<file path="src/rtl/cdb_arbiter.sv">
// cdb_arbiter: per-FU result FIFOs drained round-robin onto one registered completion bus.
// Optional macro CDB_ARB_PERF_EN adds per-channel saturating stall counters on port stall_count.
module cdb_arbiter #(
  parameter int FU_COUNT    = 8,
  parameter int QUEUE_DEPTH = 2,
  parameter int ROBID_BITS  = 4,
  parameter int PREG_BITS   = 4,
  parameter int FLAG_BITS   = 8,
  parameter int DATA_BITS   = 8,
  localparam int CH_BITS    = $clog2(FU_COUNT)
) (
  input  logic                              clk,
  input  logic                              rst,
  input  logic [FU_COUNT-1:0]               fu_valid,
  output logic [FU_COUNT-1:0]               fu_ready,
  input  logic [FU_COUNT*ROBID_BITS-1:0]    fu_robid,
  input  logic [FU_COUNT*2*PREG_BITS-1:0]   fu_wbs,
  input  logic [FU_COUNT*FLAG_BITS-1:0]     fu_flags,
  input  logic [FU_COUNT*DATA_BITS-1:0]     fu_value,
  input  logic                              flush,
  output logic                              out_valid,
  output logic [ROBID_BITS-1:0]             out_robid,
  output logic [2*PREG_BITS-1:0]            out_wbs,
  output logic [FLAG_BITS-1:0]              out_flags,
  output logic [DATA_BITS-1:0]              out_value,
  output logic [CH_BITS-1:0]                out_chan
`ifdef CDB_ARB_PERF_EN
  ,
  output logic [FU_COUNT*16-1:0]            stall_count
`endif
);

  localparam int WBS_BITS = 2 * PREG_BITS;
  localparam int EW       = ROBID_BITS + WBS_BITS + FLAG_BITS + DATA_BITS;
  localparam int PW       = $clog2(QUEUE_DEPTH);
  localparam int CW       = PW + 1;
  localparam logic [CW-1:0]      FULL_CNT = CW'(QUEUE_DEPTH);
  localparam logic [CH_BITS-1:0] LAST_CH  = CH_BITS'(FU_COUNT - 1);

  logic [EW-1:0]      mem [FU_COUNT][QUEUE_DEPTH];
  logic [CW-1:0]      count [FU_COUNT];
  logic [PW-1:0]      rd_ptr [FU_COUNT];
  logic [PW-1:0]      wr_ptr [FU_COUNT];
  logic [EW-1:0]      in_entry [FU_COUNT];
  logic [FU_COUNT-1:0] nonempty;
  logic [FU_COUNT-1:0] push;
  logic [FU_COUNT-1:0] pop;
  logic [CH_BITS-1:0] ptr;
  logic [CH_BITS-1:0] grant_idx;
  logic [CH_BITS-1:0] cand_idx;
  logic               grant_valid;
  logic [EW-1:0]      head;
  int                 cand;

  // Ready depends only on registered occupancy and reset.
  always_comb begin
    fu_ready = '0;
    nonempty = '0;
    for (int i = 0; i < FU_COUNT; i++) begin
      fu_ready[i] = (count[i] != FULL_CNT) && !rst;
      nonempty[i] = (count[i] != '0);
      in_entry[i] = {fu_robid[i*ROBID_BITS +: ROBID_BITS], fu_wbs[i*WBS_BITS +: WBS_BITS],
                     fu_flags[i*FLAG_BITS +: FLAG_BITS], fu_value[i*DATA_BITS +: DATA_BITS]};
    end
  end

  // Round-robin search starting just after the last granted channel.
  always_comb begin
    grant_valid = 1'b0;
    grant_idx   = ptr;
    cand        = 0;
    cand_idx    = '0;
    for (int k = 1; k <= FU_COUNT; k++) begin
      cand        = (int'(ptr) + k) % FU_COUNT;
      cand_idx    = CH_BITS'(cand);
      grant_idx   = (!grant_valid && nonempty[cand_idx]) ? cand_idx : grant_idx;
      grant_valid = grant_valid | nonempty[cand_idx];
    end
  end

  // Handshake and grant decode into per-channel push/pop strobes.
  always_comb begin
    push = fu_valid & fu_ready;
    pop  = '0;
    if (grant_valid) begin
      pop[grant_idx] = 1'b1;
    end else begin
      pop = '0;
    end
    head = mem[grant_idx][rd_ptr[grant_idx]];
  end

  // Queue pointers and occupancy; flush empties every queue and drops same-edge pushes.
  always_ff @(posedge clk) begin
    if (rst || flush) begin
      for (int i = 0; i < FU_COUNT; i++) begin
        count[i]  <= '0;
        rd_ptr[i] <= '0;
        wr_ptr[i] <= '0;
      end
    end else begin
      for (int i = 0; i < FU_COUNT; i++) begin
        if (push[i]) begin
          wr_ptr[i] <= wr_ptr[i] + PW'(1);
        end
        if (pop[i]) begin
          rd_ptr[i] <= rd_ptr[i] + PW'(1);
        end
        count[i] <= count[i] + CW'(push[i]) - CW'(pop[i]);
      end
    end
  end

  // Queue storage writes; entries are qualified by the pointers so no reset is needed.
  always_ff @(posedge clk) begin
    for (int i = 0; i < FU_COUNT; i++) begin
      if (push[i]) begin
        mem[i][wr_ptr[i]] <= in_entry[i];
      end
    end
  end

  // Registered completion bus and round-robin pointer.
  always_ff @(posedge clk) begin
    if (rst) begin
      out_valid <= 1'b0;
      out_robid <= '0;
      out_wbs   <= '0;
      out_flags <= '0;
      out_value <= '0;
      out_chan  <= '0;
      ptr       <= LAST_CH;
    end else if (flush) begin
      out_valid <= 1'b0;
    end else begin
      out_valid <= grant_valid;
      if (grant_valid) begin
        {out_robid, out_wbs, out_flags, out_value} <= head;
        out_chan <= grant_idx;
        ptr      <= grant_idx;
      end
    end
  end

`ifdef CDB_ARB_PERF_EN
  // Stall counters saturate and survive flush; only reset clears them.
  always_ff @(posedge clk) begin
    if (rst) begin
      stall_count <= '0;
    end else begin
      for (int i = 0; i < FU_COUNT; i++) begin
        if (fu_valid[i] && !fu_ready[i] && (stall_count[i*16 +: 16] != 16'hFFFF)) begin
          stall_count[i*16 +: 16] <= stall_count[i*16 +: 16] + 16'd1;
        end
      end
    end
  end
`endif

endmodule

</file>
<file path="config.mk">
export PLATFORM = sky130hd
export DESIGN_NAME = cdb_arbiter
export DESIGN_NICKNAME = d
export VERILOG_FILES = /design/src/rtl/cdb_arbiter.sv
export SDC_FILE = /design/constraint.sdc
export NUM_CORES = 1
export LEC_CHECK = 0
export CAP_MARGIN = 10
export CORE_MARGIN = 2
export CORE_UTILIZATION = 60
export CTS_CLUSTER_DIAMETER = 30
export DETAILED_ROUTE_END_ITERATION = 7
export PLACE_DENSITY = 0.95
export SLEW_MARGIN = 20
export SYNTH_ARGS = -nofsm -noshare
export SYNTH_HDL_FRONTEND = slang
export SYNTH_SLANG_ARGS = --single-unit
</file>
<file path="constraint.sdc">
create_clock -name clk -period 6.72 [get_ports clk]
set_input_delay 0.672 -clock clk [delete_from_list [all_inputs] [get_ports clk]]
set_output_delay 0.672 -clock clk [all_outputs]
set_load 0.01 [all_outputs]
</file>
# [Word-level counts from Yosys, hierarchy flattened]
# Memory sizes are Yosys's and may differ from the RTL's.
# Index checks and enable logic that the tools add are counted.
[word_totals] reg_bits=35 mem_bits_rw=480 input_bits=235 output_inout_bits=40 elab_cells=300 n_memories=4
[mem_list] memory="mem" words=8 width=56 rd=1 rd_ports_with_merged_regs=0 wr=8 line_no="40" rtl="logic [EW-1:0] mem [FU_COUNT][QUEUE_DEPTH];"
[mem_list] memory="count" words=8 width=2 rd=8 rd_ports_with_merged_regs=0 wr=8 line_no="41" rtl="logic [CW-1:0] count [FU_COUNT];"
[mem_list] memory="rd_ptr" words=8 width=1 rd=9 rd_ports_with_merged_regs=0 wr=8 line_no="42" rtl="logic [PW-1:0] rd_ptr [FU_COUNT];"
[mem_list] memory="wr_ptr" words=8 width=1 rd=8 rd_ports_with_merged_regs=0 wr=8 line_no="43" rtl="logic [PW-1:0] wr_ptr [FU_COUNT];"
[op_classes] n_addsub=40 magnitude_cmp=27 n_eq_ne=8 mux=129 bitwise_logic=42 reduce_logical=43
[op_table] cell="56-bit two-way mux" n=8
[op_table] cell="28-bit two-way mux" n=11
[op_table] cell="28-bit demux with 1-bit select" n=8
[op_table] cell="1-bit two-way mux" n=76
[op_table] cell="3-bit by 4-bit < comparator with 1-bit output, second input constant" n=9
[op_table] cell="1-bit bitwise OR" n=31
[op_table] cell="1-bit binary-select mux with 3-bit select" n=8
[op_table] cell="1-bit logical AND" n=24
[op_table] cell="3-bit two-way mux" n=8
[op_table] cell="2-bit greater-or-equal comparator, second input constant" n=9
[op_table] cell="1-bit inverter with 2-bit output" n=9
[op_table] cell="1-bit adder, second input constant" n=16
[op_table] cell="2-bit by 1-bit adder with 2-bit output" n=8
[op_table] cell="2-bit by 1-bit < comparator with 1-bit output, second input constant" n=8
[op_table] cell="2-bit two-way mux" n=8
[op_table] cell="2-bit inequality test, second input constant" n=8
[op_table] cell="2-bit nonzero test" n=8
[op_table] cell="2-bit by 1-bit subtractor with 2-bit output" n=8
[op_table] cell="3-bit adder, second input constant" n=4
[op_table] cell="8-bit bitwise AND" n=1
[op_table] cell="1-bit logical NOT" n=8
[op_table] cell="8-bit two-way mux" n=1
[op_table] cell="3-bit by 1-bit adder with 3-bit output, second input constant" n=2
[op_table] cell="3-bit by 2-bit adder with 3-bit output, second input constant" n=2
[op_table] cell="6 further kinds" n=6

# [Logic depth before layout (Yosys ltp)]
[depth] word_depth=21 ltp_mapped=21 ltp_nobuf=18

# [Least setup slack after synthesis]
# No wires, ideal clock.
[synth_path] path_kind="flip-flop to flip-flop" start="register ptr[1]" end="memory count[0][5] (netlist bit)" arrival_ps=3903 t_required_ps=6592 path_slack_ps=2689 stages_incl_launch_ff=21 path_buffers=3 path_cell_list="dfxtp_1 > buf_2 > inv_1 > ha_1 > xor2_1 > mux4_2 > mux2i_1 > nor4b_4 > and2_4 > o211a_1 > a311o_1 > buf_2 > clkbuf_1 > or2_2 > nor2_1 > ha_1 > inv_1 > ha_1 > xor2_1 > xnor2_1 > nor2_1"
[synth_rtl] item="start, declared" line_no="48" rtl="logic [CH_BITS-1:0] ptr;"
[synth_rtl] item="start signal, assigned" line_no="140" rtl="ptr <= grant_idx;"
[synth_rtl] item="end, declared" line_no="41"

# [Worst setup path after layout]
[layout_path] start="register ptr[0]" end="register out_wbs[5]"
[layout_between] elab_chain_cells=17
[layout_rtl] item="3-bit by 1-bit adder with 3-bit output or 3-bit by 2-bit adder with 3-bit output (tied branches)" line_no="74" rtl="cand = (int'(ptr) + k) % FU_COUNT;"
[layout_rtl] item="1-bit binary-select mux with 3-bit select" line_no="76, 77"
[layout_rtl] item="1-bit two-way mux (implied by the code)" line_no="76, 77"
[layout_rtl] item="1-bit bitwise OR or 1-bit logical NOT (tied branches)" line_no="77, 76"
[layout_rtl] item="1-bit logical NOT, or another cell as far along" line_no="76" rtl="grant_idx = (!grant_valid && nonempty[cand_idx]) ? cand_idx : grant_idx;"
[layout_rtl] item="1-bit logical AND, or another cell as far along" line_no="76"
[layout_rtl] item="3-bit two-way mux, or another cell as far along (4 in series)" line_no="76"
[layout_rtl] item="3-bit two-way mux or 1-bit logical AND (tied branches)" line_no="76"
[layout_rtl] item="3-bit two-way mux" line_no="76"
[layout_rtl] item="memory 8 x 1 bit"
[layout_rtl] item="1-bit inverter with 2-bit output (implied by the code)" line_no="90" rtl="head = mem[grant_idx][rd_ptr[grant_idx]];"
[layout_rtl] item="28-bit two-way mux (implied by the code) (3 in series)" line_no="90"
[layout_rtl] item="end signal, assigned" line_no="128" rtl="out_wbs <= '0;"
[layout_rtl] item="end signal, assigned" line_no="138" rtl="{out_robid, out_wbs, out_flags, out_value} <= head;"
[layout_rtl] item="end, declared" line_no="23" rtl="output logic [2*PREG_BITS-1:0] out_wbs,"
# Several ways; a longest one is shown, not always the timed one. The select of a mux whose other input is x is not followed.
# A chain may end at the register's enable or synchronous reset.

==> flow_summary.json <==
{
  "status": "finished, final reports clean",
  "h-tree-depth": 3,
  "gp_congestion": 0.878,
  "firstDrtPassIters": 5,
  "finalSetupTns_ns": 0,
  "synth_flop_cell": "edfxtp_1",
  "hold_violations": 0,
  "ctsResizeCount": 0,
  "post_drt_wl_per_cell_um": 30.6,
  "relSlewSlack": 0.235,
  "cp.required_ns": 7.28,
  "die_y_um": 193,
  "cp-end-kind": "register",
  "cp_max_fo": 21,
  "cts_tree": "yes",
  "hpwl_mm": 34.9,
  "synthArstFlopShare": 0,
  "die-area_um2": 37100,
  "holdCritPathClass": "register to register",
  "reg2reg_from": "ptr[0]$_SDFFE_PP1P_",
  "final_area_um2": 27600,
  "grt_pass1_wl_mm": 89.1,
  "synth_area_per_cell_um2": 17.9,
  "timing.final.crit_share": 0.847,
  "drc": 0,
  "arrival_ns": 6.25,
  "fmax_mhz": 176,
  "synth_cells": 1191,
  "clk_latency_ns": 0.64,
  "fin_skew_ns": 0.0473,
  "boundaryPins": 275,
  "nNetsFinal": 1767,
  "synthTopCellsByCount": "edfxtp_1, mux2i_1, mux4_2",
  "area_delta_synth_final_pct": 29.2,
  "rsz0062_at_grt": "no",
  "critical_path.startpoint": "ptr[0]$_SDFFE_PP1P_",
  "synthDistinctLibCells": 52,
  "drive_gt1_frac": 0.167,
  "grt_pass1_vias": 14000,
  "multiInputGateArea_um2": 5950,
  "cap_violations": 0,
  "die_x_um": 193,
  "num_vias": 13200,
  "grt_overflow": 0,
  "cts_hold_buffers": 0,
  "yosys_warnings": 0,
  "cts-root-buf": "clkbuf_16",
  "viasPerCell": 6.43,
  "setup_viol": 0,
  "synthTopCellsByArea": "edfxtp_1, mux2i_1, mux4_2",
  "dp.cells": 1883,
  "critical_path_class": "register to register",
  "rows": 69,
  "hold_start": "out_chan[0]$_SDFFE_PP0P_",
  "core_um2": 35300,
  "postCtsSetupBuffers": 0,
  "critical_path.startpoint_type": "register",
  "ys_seq_area_frac": 0.700,
  "dpl_cell_area_um2": 24500,
  "io_buffers": 274,
  "ys_ff_latch": 515,
  "synth_edf_count": 464,
  "wirelength_mm": 62.9,
  "route.antenna.remaining_nets": 0,
  "grt_max_degree": 95,
  "clkSinkCount": 515,
  "n_fill_cell": 1765,
  "clk_pin_slew_ns": 0.05,
  "utilization": 0.782,
  "slew_violations": 0,
  "first_iter_violations": 1646,
  "syn_area_um2": 21400,
  "clockBufferDepth": 3,
  "synth_most_common_cell": "edfxtp_1",
  "tightest_slew_ns": 1.15,
  "final.min_clock_period_ns": 5.69,
  "syn_nets": 1444,
  "regArea_um2": 15000,
  "fin_cells": 2059,
  "numCtsBuffers": 89,
  "antenna_found_initial": 7,
  "grtUsageTotal": 0.340,
  "start_util": 0.605,
  "synth_top_cell_by_area": "edfxtp_1",
  "synth_top_area_share": 0.652
}
-- state kept, by name (all words and copies together), names as in the netlist --
signal and cells:
count 16, mem 448, out_chan 3, out_flags 8, out_robid 4, out_valid 1
out_value 8, out_wbs 8, ptr 3, rd_ptr 8, wr_ptr 8
-- cells by family after synthesis --
| kind of cell | Yosys count | synth area share |
|---|---|---|
| flip-flops | 515 | 0.700 |
| XOR/XNOR | 20 | 0.00855 |
| multiplexers | 333 | 0.196 |
| AND/OR/NAND/NOR | 130 | 0.0298 |
| AO/OA/AOI/OAI | 86 | 0.0288 |
| buffers and inverters | 89 | 0.0261 |
| adder cells (fa/ha/maj) | 18 | 0.0105 |
-- cell type report --
cell class / count / share of cell area
timing repair buffer: 291 / 0.106
antenna: 9 / 0.000816
tap: 461 / 0.0209
sequential: 515 / 0.542
clock buffer: 98 / 0.0819
multi-input combinational: 587 / 0.216
clock inverter: 68 / 0.0285
inverter: 30 / 0.00408
-- placed cells by master (no fill, tap or decap), types with 10 or more instances in the layout --
master / instances
edfxtp_1: 464
clkdlybuf4s50_1: 274
mux2i_1: 261
clkbuf_16: 89
mux4_2: 68
dfxtp_1: 51
nor2_1: 33
nand2_1: 32
inv_1: 29
a22o_1: 28
a21oi_1: 18
ha_1: 18
nor3_1: 16
o21ai_0: 14
inv_6: 14
buf_4: 13
clkinv_2: 11
xnor2_1: 10
clkinvlp_4: 10
-- worst max-delay path, cell delays in order, from the launching register on --
cell     delay [ns]
dfxtp_1        0.83
inv_2          0.32
ha_1           0.33
xor2_1         0.27
mux4_2         0.36
mux2i_1        0.44
nor4b_4        0.13
and2_4         0.21
a22oi_2        0.67
mux2i_1        0.27
mux4_2         0.95
buf_4          0.39
mux2i_1        0.28
a22o_1         0.16
-- routing by layer --
layer  share of wire  wire length [um]  global-route usage
met1            0.34             21400               0.396
met2            0.51             31900               0.575
met3           0.096              6050              0.0844
met5               0                 0                   0
met4           0.057              3570               0.197
-- stage by stage --
step           setup slack (ns)  hold slack, ns
3_3_place_gp               1.43           0.447
6_report                   1.03           0.464
3_5_place_dp               1.23           0.460
5_1_grt                   0.716           0.502
4_1_cts                    1.14           0.467
2_1_floorplan              2.69           0.481
-- final timing paths --
path | slack (ns) | end | cells past startpoint
setup / recovery | 1.03 | out_wbs[5]$_SDFFE_PP0P_ | 13
hold / removal | 0.46 | out_chan[0]$_SDFFE_PP0P_ | 2
setup reg to reg | 1.03 | out_wbs[5]$_SDFFE_PP0P_ | 13
hold reg to reg | 0.46 | out_chan[0]$_SDFFE_PP0P_ | 2
Power is not shown: default switching activity piles up to over one toggle a cycle in this logic, so the estimate is an artifact.
